--- src/rtl/zorgian_pkg.sv ---
// Shared types for the transaction sequencer: coin encodings, FSM states,
// transaction result codes and inventory slot indices.
package zorgian_pkg;

  typedef enum logic [2:0] {
    COIN_NONE     = 3'b000,
    COIN_CIRCLE   = 3'b001,
    COIN_TRIANGLE = 3'b011,
    COIN_PENTAGON = 3'b101
  } coin_t;

  typedef enum logic [1:0] {
    IDLE   = 2'd0,
    LATCH  = 2'd1,
    SETTLE = 2'd2,
    DECIDE = 2'd3
  } seq_state_t;

  typedef enum logic [1:0] {
    NONE   = 2'd0,
    EXACT  = 2'd1,
    CHANGE = 2'd2,
    REJECT = 2'd3
  } status_t;

  localparam int INV_PENT  = 0;
  localparam int INV_TRI   = 1;
  localparam int INV_CIRC  = 2;
  localparam int INV_SLOTS = 3;

  function automatic coin_t inv_kind(input int idx);
    case (idx)
      INV_PENT: return COIN_PENTAGON;
      INV_TRI:  return COIN_TRIANGLE;
      INV_CIRC: return COIN_CIRCLE;
      default:  return COIN_NONE;
    endcase
  endfunction

  // Number of the two dispensed coins (0..2) that are of the given kind.
  function automatic logic [1:0] coin_hits(input logic [2:0] first, input logic [2:0] second,
                                           input coin_t kind);
    return {1'b0, first == kind} + {1'b0, second == kind};
  endfunction

endpackage

--- src/rtl/button_conditioner.sv ---
// Synchronizer, debounce counter and rising-edge detector for one raw button;
// press_o pulses for one cycle when the debounced level goes high.
module button_conditioner #(
  parameter int DEBOUNCE_CYCLES = 1_000_000,
  parameter int SYNC_STAGES     = 2
) (
  input  logic clk,
  input  logic rst_n,
  input  logic btn_i,
  output logic press_o
);

  localparam int CNT_W = (DEBOUNCE_CYCLES > 1) ? $clog2(DEBOUNCE_CYCLES) : 1;

  logic [SYNC_STAGES-1:0] sync_q, sync_d;
  logic [CNT_W-1:0]       cnt_q, cnt_d;
  logic                   stable_q, stable_d;
  logic                   press_q, press_d;
  logic                   synced;

  assign synced  = sync_q[SYNC_STAGES-1];
  assign press_o = press_q;

  // The level must disagree with the accepted level for DEBOUNCE_CYCLES
  // consecutive cycles before it is taken; any bounce restarts the count.
  always_comb begin
    sync_d   = SYNC_STAGES'({sync_q, btn_i});
    stable_d = stable_q;
    cnt_d    = '0;
    press_d  = 1'b0;
    if (synced != stable_q) begin
      if (cnt_q == CNT_W'(DEBOUNCE_CYCLES - 1)) begin
        stable_d = synced;
        press_d  = synced;
      end else begin
        cnt_d = cnt_q + CNT_W'(1);
      end
    end
  end

  always_ff @(posedge clk or negedge rst_n) begin
    if (!rst_n) begin
      sync_q   <= '0;
      cnt_q    <= '0;
      stable_q <= 1'b0;
      press_q  <= 1'b0;
    end else begin
      sync_q   <= sync_d;
      cnt_q    <= cnt_d;
      stable_q <= stable_d;
      press_q  <= press_d;
    end
  end

endmodule

--- src/rtl/zorgian_transaction_sequencer.sv ---
// Purchase/load sequencer: latches a transaction, waits for the change box to
// settle, then applies its decision to the coin inventory and status outputs.
module zorgian_transaction_sequencer
  import zorgian_pkg::*;
#(
  parameter int DEBOUNCE_CYCLES = 1_000_000,
  parameter int SYNC_STAGES     = 2
) (
  input  logic       CLOCK_100,
  input  logic       reset_n,
  input  logic       buy_btn,
  input  logic       load_btn,
  input  logic [3:0] cost_in,
  input  logic [3:0] paid_in,
  input  logic [1:0] load_pentagons,
  input  logic [1:0] load_triangles,
  input  logic [1:0] load_circles,
  output logic [3:0] Cost,
  output logic [3:0] Paid,
  output logic [1:0] Pentagons,
  output logic [1:0] Triangles,
  output logic [1:0] Circles,
  input  logic [2:0] FirstCoin,
  input  logic [2:0] SecondCoin,
  input  logic       ExactAmount,
  input  logic       NotEnoughChange,
  input  logic       CoughUpMore,
  output logic       busy,
  output logic       done,
  output logic [1:0] last_status,
  output logic       underflow,
  output logic [7:0] txn_count
);

  localparam int BTN_BUY  = 0;
  localparam int BTN_LOAD = 1;

  logic [1:0] btn_raw;
  logic [1:0] btn_press;

  assign btn_raw = {load_btn, buy_btn};

  for (genvar gi = 0; gi < 2; gi++) begin : g_btn
    button_conditioner #(
      .DEBOUNCE_CYCLES(DEBOUNCE_CYCLES),
      .SYNC_STAGES    (SYNC_STAGES)
    ) u_cond (
      .clk    (CLOCK_100),
      .rst_n  (reset_n),
      .btn_i  (btn_raw[gi]),
      .press_o(btn_press[gi])
    );
  end

  seq_state_t                  state_q, state_d;
  logic [3:0]                  cost_q, cost_d;
  logic [3:0]                  paid_q, paid_d;
  logic [INV_SLOTS-1:0][1:0]   inv_q, inv_d;
  logic                        done_q, done_d;
  status_t                     status_q, status_d;
  logic                        uf_q, uf_d;
  logic [7:0]                  txn_q, txn_d;

  logic [INV_SLOTS-1:0][1:0]   hit;
  logic [INV_SLOTS-1:0][1:0]   inv_dec;
  logic [INV_SLOTS-1:0]        lack;

  // Per-slot saturating decrement; a pair of the same coin takes two.
  for (genvar gi = 0; gi < INV_SLOTS; gi++) begin : g_inv
    assign hit[gi]     = coin_hits(FirstCoin, SecondCoin, inv_kind(gi));
    assign lack[gi]    = hit[gi] > inv_q[gi];
    assign inv_dec[gi] = lack[gi] ? 2'd0 : inv_q[gi] - hit[gi];
  end

  always_comb begin
    state_d  = state_q;
    cost_d   = cost_q;
    paid_d   = paid_q;
    inv_d    = inv_q;
    done_d   = 1'b0;
    status_d = status_q;
    uf_d     = uf_q;
    txn_d    = txn_q;
    case (state_q)
      IDLE: begin
        if (btn_press[BTN_LOAD]) begin
          inv_d    = {load_circles, load_triangles, load_pentagons};
          uf_d     = 1'b0;
          status_d = NONE;
        end else if (btn_press[BTN_BUY]) begin
          state_d = LATCH;
          cost_d  = cost_in;
          paid_d  = paid_in;
        end
      end
      LATCH:  state_d = SETTLE;
      SETTLE: state_d = DECIDE;
      DECIDE: begin
        state_d = IDLE;
        done_d  = 1'b1;
        if (CoughUpMore || NotEnoughChange) begin
          status_d = REJECT;
        end else if (ExactAmount) begin
          status_d = EXACT;
          txn_d    = txn_q + 8'd1;
        end else begin
          status_d = CHANGE;
          txn_d    = txn_q + 8'd1;
          inv_d    = inv_dec;
          uf_d     = uf_q | (|lack);
        end
      end
      default: state_d = IDLE;
    endcase
  end

  always_ff @(posedge CLOCK_100 or negedge reset_n) begin
    if (!reset_n) begin
      state_q  <= IDLE;
      cost_q   <= '0;
      paid_q   <= '0;
      inv_q    <= '0;
      done_q   <= 1'b0;
      status_q <= NONE;
      uf_q     <= 1'b0;
      txn_q    <= '0;
    end else begin
      state_q  <= state_d;
      cost_q   <= cost_d;
      paid_q   <= paid_d;
      inv_q    <= inv_d;
      done_q   <= done_d;
      status_q <= status_d;
      uf_q     <= uf_d;
      txn_q    <= txn_d;
    end
  end

  assign Cost        = cost_q;
  assign Paid        = paid_q;
  assign Pentagons   = inv_q[INV_PENT];
  assign Triangles   = inv_q[INV_TRI];
  assign Circles     = inv_q[INV_CIRC];
  assign busy        = (state_q != IDLE);
  assign done        = done_q;
  assign last_status = status_q;
  assign underflow   = uf_q;
  assign txn_count   = txn_q;

endmodule

--- config.mk ---
export PLATFORM = sky130hd
export DESIGN_NAME = zorgian_transaction_sequencer
export DESIGN_NICKNAME = d
export VERILOG_FILES = /design/src/rtl/zorgian_pkg.sv /design/src/rtl/button_conditioner.sv /design/src/rtl/zorgian_transaction_sequencer.sv
export SDC_FILE = /design/constraint.sdc
export NUM_CORES = 1
export LEC_CHECK = 0
export CAP_MARGIN = 10
export CORE_UTILIZATION = 35
export DETAILED_ROUTE_END_ITERATION = 10
export PLACE_DENSITY = 0.67
export REMOVE_ABC_BUFFERS = 1
export SYNTH_ARGS = -nofsm -noshare
export SYNTH_HDL_FRONTEND = slang
export SYNTH_SLANG_ARGS = --single-unit
export TNS_END_PERCENT = 5
--- constraint.sdc ---
create_clock -name CLOCK_100 -period 2.7 [get_ports CLOCK_100]
set_input_delay 0.405 -clock CLOCK_100 [delete_from_list [all_inputs] [get_ports CLOCK_100]]
set_output_delay 0.405 -clock CLOCK_100 [all_outputs]
set_load 0.02 [all_outputs]
==> impl_metrics.env <==
export IMPL_fin_crit_ns=2.23
export IMPL_post_cts_buffers=0
export IMPL_synthDistinctLibCells=44
export IMPL_cts_root_buffer="clkbuf_8"
export IMPL_rsz0062_at_grt="false"
export IMPL_power_switching_uw=508
export IMPL_status="finished clean"
export IMPL_synthTopCellsByCount="dfrtp_1, nor2_1, xnor2_1"
export IMPL_clkTransAtPathRegs_ns=0.08
export IMPL_hold_buffers=0
export IMPL_grt_overflow_total=0
export IMPL_ant_nets=0
export IMPL_fin_crit_sh_pct=82.7
export IMPL_combPwrFrac_pct=6.1
export IMPL_area_growth_synth_to_final_pct=24.2
export IMPL_layout_drive_gt1_share_pct=9.76
export IMPL_die_width_um=105
export IMPL_track_usage_pct=13.2
export IMPL_dr_first_iter_drc_count=141
export IMPL_arrival_ns=2.47
export IMPL_netlist_area_um2=3740
export IMPL_cp_end_kind="register"
export IMPL_yosysTopAreaCellShare_pct=50.9
export IMPL_setup_violations_final=0
export IMPL_switching_share_pct=23.2
export IMPL_ys_ff_latch=76
export IMPL_p_leak_uw=0.00190
export IMPL_final_area_um2=4640
export IMPL_power_density_nw_per_um2=472
export IMPL_finClkSkew_ns=0.00745
export IMPL_ys_seq_area_share_pct=50.9
export IMPL_synthCells=353
export IMPL_vias=2713
export IMPL_cts_tree="done"
export IMPL_grt_pass1_wl_um=11700
export IMPL_p_clk_share_pct=40.6
export IMPL_antenna_cells=0
export IMPL_numCtsBuffers=9
export IMPL_dpl_cell_area_um2=4430
export IMPL_final_core_util_pct=44.9
export IMPL_clockBufferDepth=2
export IMPL_port_buffers=53
export IMPL_io_pins=54
export IMPL_tightest_slew_ns=0.933
export IMPL_synth_area_leader_cell="dfrtp_1"
export IMPL_cell_internal_pwr_uw=1680
export IMPL_ctsHtreeMaxLevel=3
export IMPL_drcViolationCount=0
export IMPL_path_max_fanout=3
export IMPL_p_seq_share_pct=53.3
export IMPL_dieArea_um2=11100
export IMPL_async_flop_share_pct=100
export IMPL_grt_antenna_before_repair=0
export IMPL_cts_sinks=76
export IMPL_cap_violations=0
export IMPL_routed_wl_um=6800
export IMPL_grt_max_degree=77
export IMPL_place_congestion=0.767
export IMPL_drt_pass1_iterations=4
export IMPL_slew_limit_headroom_pct=37.8
export IMPL_synthFlopType="dfrtp_1"
export IMPL_grt_pass1_vias=2591
export IMPL_initial_core_util_pct=36.2
export IMPL_ir_drop_mv=0.240
export IMPL_synth_warnings=0
export IMPL_wl_per_cell_um=12.2
export IMPL_hold_viol_final=0
export IMPL_worst_ep_required_time_ns=2.94
export IMPL_worst_setup_path_type="primary input to register"
export IMPL_clkLatencyLatePin_ns=0.35
export IMPL_finalSetupTns_ns=0
export IMPL_core_area_um2=10300
export IMPL_synth_most_common_cell="dfrtp_1"
export IMPL_synth_edf_count=0
export IMPL_finish_net_count=458
export IMPL_max_freq_ghz=0.448
export IMPL_min_path_type="primary input to async pin"
export IMPL_viasPerCell=4.88
export IMPL_maxSlewViolCount=0
export IMPL_rows=37
export IMPL_post_dp_hpwl_um=4860
export IMPL_synth_area_per_cell_um2=10.6
export IMPL_start_kind="primary input"
export IMPL_cts_repair_resized=0
export IMPL_die_h_um=105
export IMPL_synthTopCellsByArea="dfrtp_1, xnor2_1, nor2_1, ha_1, mux2_2"
export IMPL_total_power_uw=2190
[registers in the layout, indices dropped and copies added (netlist names)]
name and count:
txn_count 8, g_btn.u_cond.cnt_q 40, g_btn.u_cond.stable_q 2, underflow 1, g_btn.u_cond.press_o 2, state_q 2, Cost 4, Circles 2
Paid 4, Pentagons 2, Triangles 2, done 1, last_status 2, g_btn.u_cond.sync_q 4
[cell families after synthesis]
kind of cell	synth area share, %
adder cells (fa/ha/maj)	5.96
multiplexers	4.12
flip-flops	50.9
AND/OR/NAND/NOR	21.6
XOR/XNOR	9.14
AO/OA/AOI/OAI	5.39
buffers and inverters	2.85
[cell type report]
type,instances,area (um2)
fillers,947,5680
flip-flops and latches,76,1900
multi-input cells,251,1730
repair buffers,56,551
well taps,136,170
clock buffers,10,138
inverters,21,78.8
clock inverters,6,72.6
[cells in the final DEF (no fill, tap or decap), types with 4 or more instances in the layout]
cell type and count:
inv_1 21, nor2_1 51, ha_1 13, o21ai_0 13
nand2_1 20, clkdlybuf4s50_1 52, nor3_1 13, and3b_1 4
xnor2_1 32, clkbuf_8 10, nand4_1 11, and3_1 5
nand3_1 17, dfrtp_1 76, xor2_1 7, a21oi_1 9
mux2_2 11, nor4_1 10, buf_4 4
[through the flow]
step	setup WS, ns	hold slack, ns	cells
after floorplan	0.743	0.109	348
after global placement	0.145	0.339	540
after detailed placement	0.102	0.345	540
after CTS	0.472	0.228	556
after global routing	0.344	0.251	556
final	0.466	0.191	556
[routing by layer]
metal	GRT usage, %	part of all wire, %	vias up
met5	0	0	-
met2	20.2	45	55
li1	-	-	1351
met1	17.8	49	1296
met4	5.73	1.8	0
met3	3.28	4.5	11
[worst paths after layout]
kind	from	to	slack, ns	depth (start not counted)
max in group asynchronous	reset_n	g_btn[0].u_cond.cnt_q[3]	1.91	1
min in group CLOCK_100	g_btn[0].u_cond.sync_q[0]	g_btn[0].u_cond.sync_q[1]	0.36	0
max	SecondCoin[2]	underflow	0.47	8
min	reset_n	txn_count[7]	0.19	1
max reg2reg	state_q[1]	underflow	0.64	5
min reg2reg	g_btn[0].u_cond.sync_q[0]	g_btn[0].u_cond.sync_q[1]	0.36	0
[worst max-delay path: stages]
cell and delay, ns:
clkdlybuf4s50_1 0.51, and3b_1 0.19, ha_1 0.27, ha_1 0.19
fa_1 0.40, nor3b_1 0.22, nor2_1 0.06, o22a_1 0.21
[power by group through the flow]
stage | registers (uW) | logic, uW | clock network, uW
5_1_grt | 1170 | 149 | 976
4_1_cts | 1170 | 138 | 922
3_3_place_gp | 1190 | 134 | 0
3_5_place_dp | 1190 | 137 | 0
6_report | 1170 | 134 | 889
2_1_floorplan | 1190 | 41.3 | 0
Power figures use the tool's default switching activity.
